## src/rtl/id_stage.sv

```systemverilog
// id_stage: LA32R instruction-decode stage.
// Buffers fetched {pc, inst} pairs in a circular FIFO, decodes the head entry
// combinationally, issues it to EX and resolves branches/jumps on issue.
// Optional feature macro: ID_PERF_CNT_EN adds the perf_issue_cnt/perf_stall_cnt counters.
module id_stage #(
  parameter int unsigned IBUF_DEPTH = 4
) (
  input  logic        clk,
  input  logic        rst,
  input  logic        if_to_id_valid,
  input  logic [31:0] if_to_id_pc,
  input  logic [31:0] if_to_id_inst,
  output logic        o_id_ready,
  output logic        id_to_ex_valid,
  input  logic        i_ex_ready,
  input  logic        hazard_stall,
  output logic [4:0]  rf_raddr1,
  output logic [4:0]  rf_raddr2,
  input  logic [31:0] rf_rdata1,
  input  logic [31:0] rf_rdata2,
  output logic        br_taken,
  output logic [31:0] br_target,
  output logic [31:0] id_to_ex_pc,
  output logic [31:0] id_to_ex_inst,
  output logic [31:0] id_to_ex_src1,
  output logic [31:0] id_to_ex_src2,
  output logic [31:0] id_to_ex_mem_wdata,
  output logic [15:0] id_to_ex_alu_op,
`ifdef ID_PERF_CNT_EN
  output logic [31:0] perf_issue_cnt,
  output logic [31:0] perf_stall_cnt,
`endif
  output logic [4:0]  id_to_ex_rf_waddr
);

  localparam int unsigned PTR_W = $clog2(IBUF_DEPTH);
  localparam int unsigned CNT_W = $clog2(IBUF_DEPTH + 1);

  typedef struct packed {
    logic [31:0] pc;
    logic [31:0] inst;
  } ibuf_entry_t;

  ibuf_entry_t      ibuf_q [IBUF_DEPTH];
  logic [PTR_W-1:0] rd_ptr_q;
  logic [PTR_W-1:0] wr_ptr_q;
  logic [CNT_W-1:0] count_q;

  logic        empty, full, push, fire, head_vld;
  ibuf_entry_t head;
  logic [31:0] inst;

  logic is_add_w, is_sub_w, is_slt, is_sltu, is_nor, is_and, is_or, is_xor;
  logic is_slli_w, is_srli_w, is_srai_w, is_addi_w, is_ld_w, is_st_w;
  logic is_jirl, is_b, is_bl, is_beq, is_bne, is_lu12i_w;
  logic is_shift_imm, is_si12_imm, is_link, writes_gr, br_cond;

  logic [4:0]  rd, rj, rk, dest;
  logic [31:0] offs16_ext, offs26_ext, si12_ext, ui5_ext, si20_ext;

  assign empty    = (count_q == '0);
  assign full     = (count_q == CNT_W'(IBUF_DEPTH));
  assign head_vld = ~empty;
  assign head     = ibuf_q[rd_ptr_q];
  assign inst     = head.inst;

  assign o_id_ready     = ~full;
  assign id_to_ex_valid = head_vld & ~hazard_stall;
  assign fire           = id_to_ex_valid & i_ex_ready;
  // A taken branch flushes the buffer, so a same-cycle push is dropped.
  assign push           = if_to_id_valid & o_id_ready & ~br_taken;

  // Instruction fields
  assign rd         = inst[4:0];
  assign rj         = inst[9:5];
  assign rk         = inst[14:10];
  assign offs16_ext = {{14{inst[25]}}, inst[25:10], 2'b00};
  assign offs26_ext = {{4{inst[9]}}, inst[9:0], inst[25:10], 2'b00};
  assign si12_ext   = {{20{inst[21]}}, inst[21:10]};
  assign ui5_ext    = {27'd0, inst[14:10]};
  assign si20_ext   = {inst[24:5], 12'd0};

  // Opcode match; every flag is forced low while the buffer is empty
  assign is_add_w   = head_vld && (inst[31:15] == 17'h00020);
  assign is_sub_w   = head_vld && (inst[31:15] == 17'h00022);
  assign is_slt     = head_vld && (inst[31:15] == 17'h00024);
  assign is_sltu    = head_vld && (inst[31:15] == 17'h00025);
  assign is_nor     = head_vld && (inst[31:15] == 17'h00028);
  assign is_and     = head_vld && (inst[31:15] == 17'h00029);
  assign is_or      = head_vld && (inst[31:15] == 17'h0002a);
  assign is_xor     = head_vld && (inst[31:15] == 17'h0002b);
  assign is_slli_w  = head_vld && (inst[31:15] == 17'h00081);
  assign is_srli_w  = head_vld && (inst[31:15] == 17'h00089);
  assign is_srai_w  = head_vld && (inst[31:15] == 17'h00091);
  assign is_addi_w  = head_vld && (inst[31:22] == 10'h00a);
  assign is_ld_w    = head_vld && (inst[31:22] == 10'h0a2);
  assign is_st_w    = head_vld && (inst[31:22] == 10'h0a6);
  assign is_lu12i_w = head_vld && (inst[31:25] == 7'h0a);
  assign is_jirl    = head_vld && (inst[31:26] == 6'h13);
  assign is_b       = head_vld && (inst[31:26] == 6'h14);
  assign is_bl      = head_vld && (inst[31:26] == 6'h15);
  assign is_beq     = head_vld && (inst[31:26] == 6'h16);
  assign is_bne     = head_vld && (inst[31:26] == 6'h17);

  assign is_shift_imm = is_slli_w | is_srli_w | is_srai_w;
  assign is_si12_imm  = is_addi_w | is_ld_w | is_st_w;
  assign is_link      = is_jirl | is_bl;
  assign dest         = is_bl ? 5'd1 : rd;
  assign writes_gr    = is_add_w | is_sub_w | is_slt | is_sltu | is_nor | is_and |
                        is_or | is_xor | is_shift_imm | is_addi_w | is_ld_w |
                        is_link | is_lu12i_w;
  assign br_cond      = is_b | is_bl | is_jirl |
                        (is_beq & (rf_rdata1 == rf_rdata2)) |
                        (is_bne & (rf_rdata1 != rf_rdata2));

  // Decode of the head entry into EX payload, register reads and redirect
  always_comb begin
    id_to_ex_alu_op    = '0;
    rf_raddr1          = '0;
    rf_raddr2          = '0;
    id_to_ex_src1      = rf_rdata1;
    id_to_ex_src2      = rf_rdata2;
    id_to_ex_mem_wdata = '0;
    id_to_ex_rf_waddr  = '0;
    br_target          = head.pc + offs16_ext;

    id_to_ex_pc   = head.pc;
    id_to_ex_inst = head.inst;

    id_to_ex_alu_op[0]  = is_add_w | is_addi_w | is_ld_w | is_st_w | is_link;
    id_to_ex_alu_op[1]  = is_sub_w;
    id_to_ex_alu_op[2]  = is_slt;
    id_to_ex_alu_op[3]  = is_sltu;
    id_to_ex_alu_op[4]  = is_and;
    id_to_ex_alu_op[5]  = is_nor;
    id_to_ex_alu_op[6]  = is_or;
    id_to_ex_alu_op[7]  = is_xor;
    id_to_ex_alu_op[8]  = is_slli_w;
    id_to_ex_alu_op[9]  = is_srli_w;
    id_to_ex_alu_op[10] = is_srai_w;
    id_to_ex_alu_op[11] = is_lu12i_w;
    id_to_ex_alu_op[12] = is_st_w;
    id_to_ex_alu_op[13] = writes_gr & (dest != 5'd0);
    id_to_ex_alu_op[14] = is_ld_w;

    if (head_vld) begin
      rf_raddr1         = rj;
      id_to_ex_rf_waddr = dest;
      if (is_beq | is_bne | is_st_w)
        rf_raddr2 = rd;
      else if (is_shift_imm | is_si12_imm | is_lu12i_w | is_link | is_b)
        rf_raddr2 = '0;
      else
        rf_raddr2 = rk;
    end

    if (is_link)
      id_to_ex_src1 = head.pc;

    if (is_link)
      id_to_ex_src2 = 32'd4;
    else if (is_lu12i_w)
      id_to_ex_src2 = si20_ext;
    else if (is_shift_imm)
      id_to_ex_src2 = ui5_ext;
    else if (is_si12_imm)
      id_to_ex_src2 = si12_ext;

    if (is_st_w)
      id_to_ex_mem_wdata = rf_rdata2;

    if (is_jirl)
      br_target = rf_rdata1 + offs16_ext;
    else if (is_b | is_bl)
      br_target = head.pc + offs26_ext;
  end

  assign br_taken = fire & br_cond;

  // Buffer pointers and occupancy; a taken branch empties the buffer
  always_ff @(posedge clk) begin
    if (rst || br_taken) begin
      rd_ptr_q <= '0;
      wr_ptr_q <= '0;
      count_q  <= '0;
    end else begin
      if (push)
        wr_ptr_q <= wr_ptr_q + PTR_W'(1);
      if (fire)
        rd_ptr_q <= rd_ptr_q + PTR_W'(1);
      if (push && !fire)
        count_q <= count_q + CNT_W'(1);
      else if (fire && !push)
        count_q <= count_q - CNT_W'(1);
    end
  end

  // Buffer storage; data needs no reset since occupancy qualifies it
  always_ff @(posedge clk) begin
    if (push)
      ibuf_q[wr_ptr_q] <= '{pc: if_to_id_pc, inst: if_to_id_inst};
  end

`ifdef ID_PERF_CNT_EN
  // Issue and stall counters, free-running and wrapping
  always_ff @(posedge clk) begin
    if (rst) begin
      perf_issue_cnt <= '0;
      perf_stall_cnt <= '0;
    end else begin
      if (fire)
        perf_issue_cnt <= perf_issue_cnt + 32'd1;
      if (head_vld && !fire)
        perf_stall_cnt <= perf_stall_cnt + 32'd1;
    end
  end
`endif

endmodule

```

## config.mk

```make
export PLATFORM = sky130hd
export DESIGN_NAME = id_stage
export DESIGN_NICKNAME = d
export VERILOG_FILES = /design/src/rtl/id_stage.sv
export SDC_FILE = /design/constraint.sdc
export NUM_CORES = 1
export LEC_CHECK = 0
export BUFFER_PORTS_ARGS = -buffer_cell sky130_fd_sc_hd__buf_2
export CELL_PAD_IN_SITES_DETAIL_PLACEMENT = 0
export CELL_PAD_IN_SITES_GLOBAL_PLACEMENT = 2
export CORE_AREA = 2 2 207 209
export DETAILED_ROUTE_END_ITERATION = 7
export DIE_AREA = 0 0 209 211
export GPL_TIMING_DRIVEN = 0
export PLACE_DENSITY = 0.89
export SLEW_MARGIN = 20
export SYNTH_ARGS = -nofsm -noshare
export SYNTH_HDL_FRONTEND = slang
export SYNTH_SLANG_ARGS = --single-unit
```

## constraint.sdc

```tcl
create_clock -name clk -period 5.52 [get_ports clk]
set_input_delay 0.276 -clock clk [delete_from_list [all_inputs] [get_ports clk]]
set_output_delay 0.276 -clock clk [all_outputs]
set_load 0.02 [all_outputs]
```

==> impl_metrics.py <==
metrics = {
    "final_layout": {
        "finalNetCount": 1830,
        "final_common_cell": "buf_2",
        "drive_gt1_frac": 0.3390,
        "design_area_um2": 19270,
        "fin_util": 0.4614,
        "area_growth_pct": 28.88,
        "layout.cells.non_filler": 2192,
        "final_cell_mix": "358 x buf_2, 256 x edfxtp_1, 83 x nand2_1",
    },
    "yosys": {
        "yosysUniqueCellTypes": 71,
        "synth_area_um2": 14950,
        "synthArstFlopShare": 0,
        "syn-mean-instance-area_um2": 12.77,
        "synth.area.top_cells": "edfxtp_1 51%, mux4_2 9.2%, ha_1 5.2%",
        "syn_inst": 1171,
        "syn_nets": 1369,
        "synth_edf_count": 256,
        "ys_seq_area_frac": 0.5263,
        "synth_top_cell_area_share": 0.5142,
        "synth_warnings": 0,
        "synth_area_leader_cell": "edfxtp_1",
        "ys_ff_latch": 265,
        "ys.flop_type": "edfxtp_1",
    },
    "setup_path": {
        "worstSetupEndpointType": "output port",
        "slowest_stage": "a2111o_1",
        "timing.critical_path.mode_cell": "buf_4",
        "slowest_delay_ps": 490,
        "required_ps": 5240,
        "critPathArrivalTime_ps": 5050,
        "path_cells": "clkbuf_4, buf_4, clkbuf_4, buf_4, mux4_2, ha_1, inv_1, fa_1, nor2b_1, o21bai_1, a31oi_1, a2111o_1, a211oi_2, a21oi_1, xnor2_1, mux2i_1, buf_4",
        "cp_max_fo": 10,
        "path_buf_inv": 6,
        "startpoint_type": "register",
        "critPathTopFamily": "compound AO/OA/AOI/OAI gates",
        "criticalPathCategory": "reg -> out",
    },
    "placement": {
        "place_inst": 2071,
        "placed_cell_area_um2": 17530,
        "hpwlAfterDp_um": 43940,
        "portBuffers": 357,
        "place_ws_ps": -1412,
        "place.gp.congestion": 0.9060,
    },
    "sta": {
        "worst_slack_ps": 194.4,
        "min_period_over_period": 0.9648,
        "fin_crit_ps": 5326,
        "fmaxAchievable_mhz": 187.8,
        "drv_slew": 0,
        "maxSlewHeadroom": 0.3460,
        "finalSetupViolCount": 0,
        "rsz0062_at_grt": "false",
        "hold_viol_final": 0,
        "skew_ps": 19.27,
        "worst-slew-pin-transition_ps": 981.0,
    },
    "global_route": {
        "antenna_found_initial": 6,
        "grt_pass1_vias": 11770,
        "grt_max_degree": 43,
        "grt_pass1_wl_um": 79090,
        "grt_overflow_total": 0,
        "grt_use_total": 0.2502,
    },
    "routing": {
        "first_pass_iters": 5,
        "postRouteAntennaNets": 0,
        "drcViolationCount": 0,
        "drt_wl_total_um": 56860,
        "via_per_inst": 5.475,
        "drt_iter0_drc": 921,
        "post_drt_wl_per_cell_um": 25.94,
        "vias": 12000,
    },
    "floorplan": {
        "io_pins": 359,
        "floorplan.initialDensity": 0.3580,
        "coreArea_um2": 41760,
        "dieWidth_um": 209,
        "die_h_um": 211,
        "dieArea_um2": 44100,
        "rows": 75,
    },
    "clocking": {
        "clkTransAtPathRegs_ps": 60,
        "numCtsBuffers": 27,
        "clk_latency_ps": 540,
        "htreeDepth": 1,
        "cts_sinks": 265,
        "cts_tree": "built",
        "clockBufferDepth": 3,
        "cts_root_buf": "clkbuf_16",
    },
    "power": {
        "p_leak_uw": 0.007709,
        "p_total_uw": 9827,
        "p_per_area_nw_per_um2": 510.0,
        "vdd_drop_max_mv": 0.3304,
    },
    "status": {
        "status": "complete, no violations",
    },
    "worst_hold_path": {
        "min_path_type": "in -> reg",
    },
    "flow_run": {
        "drv_cap": 0,
    },
}
## path summary, 6_finish.rpt
check,startpoint,to,slack [ps],cells after the start
max,register,br_target[30],190,17
min reg2reg,wr_ptr_q[1],wr_ptr_q[1],510,2
min,rst,rd_ptr_q[0],320,4
max reg2reg,register,ibuf_q[1][53],1680,10
## layer usage
layer	track usage	routed length, µm	vias up
met5	0	13	-
met4	0.08768	1965	2
met3	0.04743	5269	101
met2	0.4051	26280	579
met1	0.3379	23330	5891
li1	-	-	5429
## metrics by stage
stage	TNS (ps)	hold WS, ps
2_1_floorplan	0	374.9
3_3_place_gp	-38490	486.3
3_5_place_dp	-14820	493.6
4_1_cts	0	312.6
5_1_grt	0	371.5
6_report	0	324.2
## cell families after synthesis
group,count (synthesis),synth area share
AND/OR/NAND/NOR,306,0.1048
flip-flops,265,0.5263
AO/OA/AOI/OAI,256,0.1054
multiplexers,114,0.1322
XOR/XNOR,87,0.05097
buffers and inverters,77,0.02419
adder cells (fa/ha/maj),65,0.05591
other,1,0.0002508
## cells in the mapped netlist, drive strengths merged, types with 4 or more instances
cell / n
a21o: 29
edfxtp: 256
nor2b: 14
nand3: 14
or3: 13
a21oi: 82
a211oi: 9
o21a: 7
o31ai: 4
nor2: 68
a31oi: 8
inv: 18
nand4: 6
nor4: 10
mux4: 63
o22ai: 6
nor3b: 6
and2: 49
buf: 26
o21ai: 68
mux2i: 19
ha: 62
o211ai: 4
nand2: 83
clkbuf: 33
dfxtp: 9
and3: 8
xnor2: 33
nand2b: 8
xor2: 54
a22o: 7
o21bai: 6
mux2: 32
nor3: 12
## final cells by class
cell class	count	area [µm²]
Clock inverter	15	152.6
Multi-Input combinational cell	829	6840
Buffer	58	362.8
Timing Repair Buffer	433	2597
Clock buffer	34	701.9
Fill cell	3893	22490
Tap cell	539	674.4
Inverter	18	67.56
Antenna cell	1	2.502
Sequential cell	265	7868
## worst min-delay path: cells and delay by family
family	cells	cell delay [ps]
buffers and inverters	2	380
AND/OR/NAND/NOR	2	150
## what timing repair did
action                                  4_1_cts  5_1_grt
endpoints found under the setup margin       27        8
setup buffers                                 4        3
resized for setup                            51       20
endpoints found under the hold margin       257        0
pin swaps                                     0        4
hold buffers                                 65        0
## flip-flops by register name, summed over array words and instances, names as in the netlist, named ones only
name and count:
wr_ptr_q 2, rd_ptr_q 2, count_q 3, ibuf_q 256
## power by group
part	switching, µW	total, µW	internal, µW
logic	3560	5500	1940
registers	62.1	2550	2480
clock network	743	1780	1040
(Power assumes the default switching activity.)
